`config.mk`:
```
export PLATFORM = sky130hd
export DESIGN_NAME = sd_cic_decimator
export DESIGN_NICKNAME = d
export VERILOG_FILES = /design/src/rtl/sd_pkg.sv /design/src/rtl/sd_cic_integ.sv /design/src/rtl/sd_cic_decimator.sv
export SDC_FILE = /design/constraint.sdc
export NUM_CORES = 1
export LEC_CHECK = 0
export ABC_AREA = 1
export BUFFER_PORTS_ARGS = -buffer_cell sky130_fd_sc_hd__buf_2
export CAP_MARGIN = 20
export CELL_PAD_IN_SITES_DETAIL_PLACEMENT = 0
export CELL_PAD_IN_SITES_GLOBAL_PLACEMENT = 1
export CORE_MARGIN = 5
export CORE_UTILIZATION = 40
export DETAILED_ROUTE_END_ITERATION = 10
export PLACE_DENSITY = 0.81
export SLEW_MARGIN = 20
export SYNTH_ARGS = -nofsm -noshare
export SYNTH_HDL_FRONTEND = slang
export SYNTH_SLANG_ARGS = --single-unit
```
`constraint.sdc`:
```
create_clock -name clk -period 5.5 [get_ports clk]
set_input_delay 0.825 -clock clk [delete_from_list [all_inputs] [get_ports clk]]
set_output_delay 0.825 -clock clk [all_outputs]
set_load 0.01 [all_outputs]
```
`src/rtl/sd_pkg.sv`:
```
// Shared constants for the sigma-delta receive path: CIC order, accumulator
// width rule and the bitstream-to-+/-1 mapping.
package sd_pkg;

    localparam int CIC_ORDER  = 3;
    localparam int SD_BIT_POS = 1;
    localparam int SD_BIT_NEG = -1;

    // One bit of headroom above the R^3 gain plus the sign bit.
    function automatic int cic_accw(input int log2r);
        return CIC_ORDER * log2r + 2;
    endfunction

endpackage

```
`src/rtl/sd_cic_integ.sv`:
```
// Single enabled, wrapping integrator stage of the CIC decimator.
module sd_cic_integ #(
    parameter int W = 20
) (
    input  logic                clk,
    input  logic                rst_n,
    input  logic                en,
    input  logic signed [W-1:0] din,
    output logic signed [W-1:0] acc
);

    logic signed [W-1:0] acc_d, acc_q;

    // Modulo 2^W wrap is what makes the CIC exact; never saturate here.
    always_comb begin
        acc_d = acc_q;
        if (en) begin
            acc_d = acc_q + din;
        end
    end

    always_ff @(posedge clk or negedge rst_n) begin
        if (!rst_n) begin
            acc_q <= '0;
        end else begin
            acc_q <= acc_d;
        end
    end

    assign acc = acc_q;

endmodule

```
`src/rtl/sd_cic_decimator.sv`:
```
// Third-order CIC decimator (R = 2^LOG2R) for a 1-bit sigma-delta stream with
// overwrite-on-stall output. Optional drop counter: SD_DECIM_DROPCNT_EN.
module sd_cic_decimator
    import sd_pkg::*;
#(
    parameter int LOG2R = 6,
    parameter int OUTW  = 16
) (
    input  logic                   clk,
    input  logic                   reset,
    input  logic                   in_valid,
    input  logic                   in_bit,
    output logic signed [OUTW-1:0] out_data,
    output logic                   out_valid,
    input  logic                   out_ready,
    output logic                   ovf,
    input  logic                   ovf_clr
`ifdef SD_DECIM_DROPCNT_EN
    ,
    output logic [15:0]            drop_cnt
`endif
);

    localparam int ACCW = cic_accw(LOG2R);

    function automatic logic signed [OUTW-1:0] scale_out(input logic signed [ACCW-1:0] v);
        return $signed(v[ACCW-1 -: OUTW]);
    endfunction

    logic signed [ACCW-1:0] x_p0;
    logic signed [ACCW-1:0] i1, i2, i3;
    logic [LOG2R-1:0]       phase_d, phase_q;
    logic                   strobe_p0;
    logic                   vld_p1_d, vld_p1_q;
    logic                   vld_p2_d, vld_p2_q;
    logic signed [ACCW-1:0] c1, c2, c3;
    logic signed [ACCW-1:0] d1_d, d1_q, d2_d, d2_q, d3_d, d3_q;
    logic signed [OUTW-1:0] comb_p2_d, comb_p2_q;
    logic signed [OUTW-1:0] out_data_d, out_data_q;
    logic                   out_valid_d, out_valid_q;
    logic                   ovf_d, ovf_q;
    logic                   ovf_set;

    // Stage p0: bit mapping, integrators and decimation phase
    assign x_p0 = in_bit ? ACCW'(SD_BIT_POS) : ACCW'(SD_BIT_NEG);

    sd_cic_integ #(.W(ACCW)) u_integ1 (
        .clk   (clk),
        .rst_n (reset),
        .en    (in_valid),
        .din   (x_p0),
        .acc   (i1)
    );

    sd_cic_integ #(.W(ACCW)) u_integ2 (
        .clk   (clk),
        .rst_n (reset),
        .en    (in_valid),
        .din   (i1),
        .acc   (i2)
    );

    sd_cic_integ #(.W(ACCW)) u_integ3 (
        .clk   (clk),
        .rst_n (reset),
        .en    (in_valid),
        .din   (i2),
        .acc   (i3)
    );

    always_comb begin
        strobe_p0 = in_valid && (phase_q == '1);
        phase_d   = in_valid ? phase_q + LOG2R'(1) : phase_q;
        vld_p1_d  = strobe_p0;
    end

    // Stage p1: comb cascade on the captured I3, delays advance only on strobes
    always_comb begin
        c1        = i3 - d1_q;
        c2        = c1 - d2_q;
        c3        = c2 - d3_q;
        d1_d      = d1_q;
        d2_d      = d2_q;
        d3_d      = d3_q;
        comb_p2_d = comb_p2_q;
        if (vld_p1_q) begin
            d1_d      = i3;
            d2_d      = c1;
            d3_d      = c2;
            comb_p2_d = scale_out(c3);
        end
        vld_p2_d = vld_p1_q;
    end

    // Stage p2: output register with overwrite-on-stall
    always_comb begin
        out_data_d  = out_data_q;
        out_valid_d = out_valid_q;
        ovf_set     = vld_p2_q && out_valid_q && !out_ready;
        if (vld_p2_q) begin
            out_data_d  = comb_p2_q;
            out_valid_d = 1'b1;
        end else if (out_ready) begin
            out_valid_d = 1'b0;
        end
        ovf_d = ovf_q;
        if (ovf_set) begin
            ovf_d = 1'b1;
        end else if (ovf_clr) begin
            ovf_d = 1'b0;
        end
    end

    always_ff @(posedge clk or negedge reset) begin
        if (!reset) begin
            phase_q     <= '0;
            vld_p1_q    <= 1'b0;
            vld_p2_q    <= 1'b0;
            d1_q        <= '0;
            d2_q        <= '0;
            d3_q        <= '0;
            comb_p2_q   <= '0;
            out_data_q  <= '0;
            out_valid_q <= 1'b0;
            ovf_q       <= 1'b0;
        end else begin
            phase_q     <= phase_d;
            vld_p1_q    <= vld_p1_d;
            vld_p2_q    <= vld_p2_d;
            d1_q        <= d1_d;
            d2_q        <= d2_d;
            d3_q        <= d3_d;
            comb_p2_q   <= comb_p2_d;
            out_data_q  <= out_data_d;
            out_valid_q <= out_valid_d;
            ovf_q       <= ovf_d;
        end
    end

    assign out_data  = out_data_q;
    assign out_valid = out_valid_q;
    assign ovf       = ovf_q;

`ifdef SD_DECIM_DROPCNT_EN
    logic [15:0] drop_cnt_d, drop_cnt_q;

    // A clear coinciding with a drop leaves exactly that one drop counted.
    always_comb begin
        drop_cnt_d = drop_cnt_q;
        if (ovf_set) begin
            if (ovf_clr) begin
                drop_cnt_d = 16'd1;
            end else if (drop_cnt_q != 16'hFFFF) begin
                drop_cnt_d = drop_cnt_q + 16'd1;
            end
        end else if (ovf_clr) begin
            drop_cnt_d = '0;
        end
    end

    always_ff @(posedge clk or negedge reset) begin
        if (!reset) begin
            drop_cnt_q <= '0;
        end else begin
            drop_cnt_q <= drop_cnt_d;
        end
    end

    assign drop_cnt = drop_cnt_q;
`endif

endmodule

```
==> reports/qor.txt <==
drt drc: 0
Root Driver: clkbuf_16
status: complete, no violations
Avg WL per Cell: 13.4 µm
all-layer global routing usage: 0.165
CTS buffer count: 17
IO Pins: 24
Worst-path clk slew: 0.07 ns
clock latency on the worst-skew pair: 0.44 ns
Setup Skew: 0.0145 ns
Routability Congestion: 0.881
final setup vio count: 0
Worst Max-Slew Pin Slew: 0.984 ns
Slew HR: 0.344
RSZ-0062 raised after global routing: false
number of synthesized flops with an enable pin: 0
ys async rst share: 1.00
final setup TNS: 0 ns
fraction of layout cells with a size suffix above 1: 0.0635
area grow syn2layout: 9.87%
Synth Area in Compound Gates: 0.172
CP Class: reg2reg
Post-Syn Instances: 1469
CTS sink count: 162
largest family of logic cells by synthesized area: simple AND/OR/NAND/NOR gates
CTS tree: yes
Post-Synth XOR/XNOR Area: 0.0684
minimum clock period: 4.97 ns
fin. max-slew vios: 0
HP Class: in2async
crit path capture type: register
post-synthesis mux area share: 0
Initial Util: 0.408
CTS H-tree lvls: 4
GRT overflow: 0
Core ar.: 27900 µm²
largest net degree at the start of global routing: 111
fmax: 201 MHz
most common cell after layout, fill and taps aside: nand2_1
Final ANT Viol Nets: 0
vias in the first global route: 9366
final hold vios: 0
post-synth cell types: 44
Critical Path Start Type: register
commonest non-fill, non-tap cells in the layout: nand2_1 (374), dfrtp_1 (161), o21ai_0 (154), inv_1 (144), a21oi_1 (118)
antenna violations before repair: 0
Post-Synthesis Cell Area: 11400 µm²
synthesized area per cell: 7.75 µm²
die height: 179 µm
DP HPWL: 19.3 mm
first-pass GRT wire length: 43.0 mm
critical path peak fanout: 5
NumNets Final: 1608
PostCTS Resize Cnt: 0
Syn Nets: 1593
Yosys reg bits: 162
Die X: 179 µm
CTS Hold Bufs: 0
post-synthesis adder-cell area fraction: 0.133
final worst path period share: 0.903
vias: 9339
Die Area: 31900 µm²
top_reg_cell synth: dfrtp_1
n_diodes: 0
Post-Route WL: 25.0 mm
initial drt markers: 319
max-cap violations: 0
clock tree buffer depth: 2
Post-CTS Setup Inserts: 0
drt first pass iters: 5
Avg Vias per Cell: 4.98
Required @ worst endpoint: 5.82 ns
Synth Area in Simple Gates: 0.207
Yosys warning count: 0
Seq/Total Area, Yosys: 0.356
Std-Cell Rows: 61
Port Buffers: 23
crit path DAT: 5.29 ns
[registers in the layout (all words and copies together) (netlist names)]
| register | count |
|---|---|
| comb_p2_q | 16 |
| d1_q | 20 |
| d2_q | 20 |
| d3_q | 20 |
| out_data | 16 |
| out_valid | 1 |
| ovf | 1 |
| phase_q | 6 |
| u_integ1.acc | 20 |
| u_integ2.acc | 20 |
| u_integ3.acc | 20 |
| vld_p1_q | 1 |
| vld_p2_q | 1 |
[logic make-up after synthesis]
family	after synthesis
AND/OR/NAND/NOR	557
AO/OA/AOI/OAI	358
buffers and inverters	185
flip-flops	162
adder cells (fa/ha/maj)	118
XOR/XNOR	89
[path summary, 6_finish.rpt]
kind                                      start               end  slack (ns)  cells after the start
worst max-delay path            u_integ3.acc[0]     comb_p2_q[15]        0.53                     26
worst min-delay path                      reset       out_data[3]        0.46                      1
worst max register to register  u_integ3.acc[0]     comb_p2_q[15]        0.53                     26
worst min register to register      out_data[5]       out_data[5]        0.46                      2
max in group asynchronous                 reset  u_integ1.acc[10]        3.99                      2
min in group clk                    out_data[5]       out_data[5]        0.47                      2
[synthesized netlist by cell type (4+ instances only)]
| master | number | area (µm²) |
|---|---|---|
| nand2_1 | 374 | 1400 |
| dfrtp_1 | 162 | 4050 |
| o21ai_0 | 154 | 771 |
| inv_1 | 144 | 541 |
| a21oi_1 | 118 | 591 |
| ha_1 | 113 | 1410 |
| nand3_1 | 61 | 305 |
| nor2_1 | 59 | 221 |
| xor2_1 | 49 | 429 |
| xnor2_1 | 40 | 350 |
| clkbuf_1 | 27 | 101 |
| o21ai_1 | 19 | 95.1 |
| nor3_1 | 17 | 85.1 |
| nand4_1 | 16 | 100 |
| a31oi_1 | 14 | 87.6 |
| a21o_1 | 12 | 90.1 |
| o31ai_1 | 10 | 75.1 |
| a21oi_2 | 8 | 70.1 |
| o21bai_1 | 8 | 60.1 |
| inv_2 | 6 | 22.5 |
| and2_1 | 5 | 31.3 |
| fa_1 | 5 | 100 |
| nand3_2 | 5 | 50.1 |
| or2_2 | 4 | 25.0 |
[cell type report]
class                           count  area (µm²)
Sequential cell                   162        4060
Clock inverter                     15         215
Inverter                          153         574
Multi-Input combinational cell   1122        6610
Tap cell                          378         473
Fill cell                        2866       15400
Clock buffer                       17         425
Timing Repair Buffer               28         159
[stage by stage]
stage	setup WS [ns]	hold slack (ns)	std cells	util	instance area (µm²)
after floorplan	1.38	0.352	1469	-	11400
after global placement	0.505	0.449	1843	0.425	11900
after detailed placement	0.490	0.453	1843	0.425	11900
after CTS	0.453	0.471	1875	0.448	12500
after global routing	0.0413	0.485	1875	0.448	12500
final	0.533	0.465	1875	0.448	12500
[critical path: stages, from the launching register on]
cell	delay, ns
dfrtp_1	0.39
inv_1	0.11
ha_1	0.16
inv_1	0.10
fa_1	0.48
a21oi_2	0.25
o21ai_1	0.14
xor2_1	0.18
ha_1	0.37
nand2_1	0.08
nor2_1	0.28
a21oi_2	0.14
o21bai_1	0.20
nand2_1	0.07
nand2_1	0.07
xor2_1	0.18
inv_1	0.06
ha_1	0.35
nand2_1	0.11
nor3_1	0.34
nand4_1	0.27
nand3_1	0.18
nand2_1	0.06
nand2_1	0.07
nand3_1	0.08
nand3_1	0.08
nand2_1	0.06
[per-layer routing]
| layer | vias to the layer above | track usage | wire length [µm] |
|---|---|---|---|
| met3 | 46 | 0.0253 | 464 |
| li1 | 4972 | - | - |
| met4 | 0 | 0.0592 | 644 |
| met5 | - | 0 | 0 |
| met1 | 4219 | 0.186 | 10900 |
| met2 | 102 | 0.314 | 13000 |
Power is not shown: default switching activity piles up to over one toggle a cycle in this logic, so the estimate is an artifact.
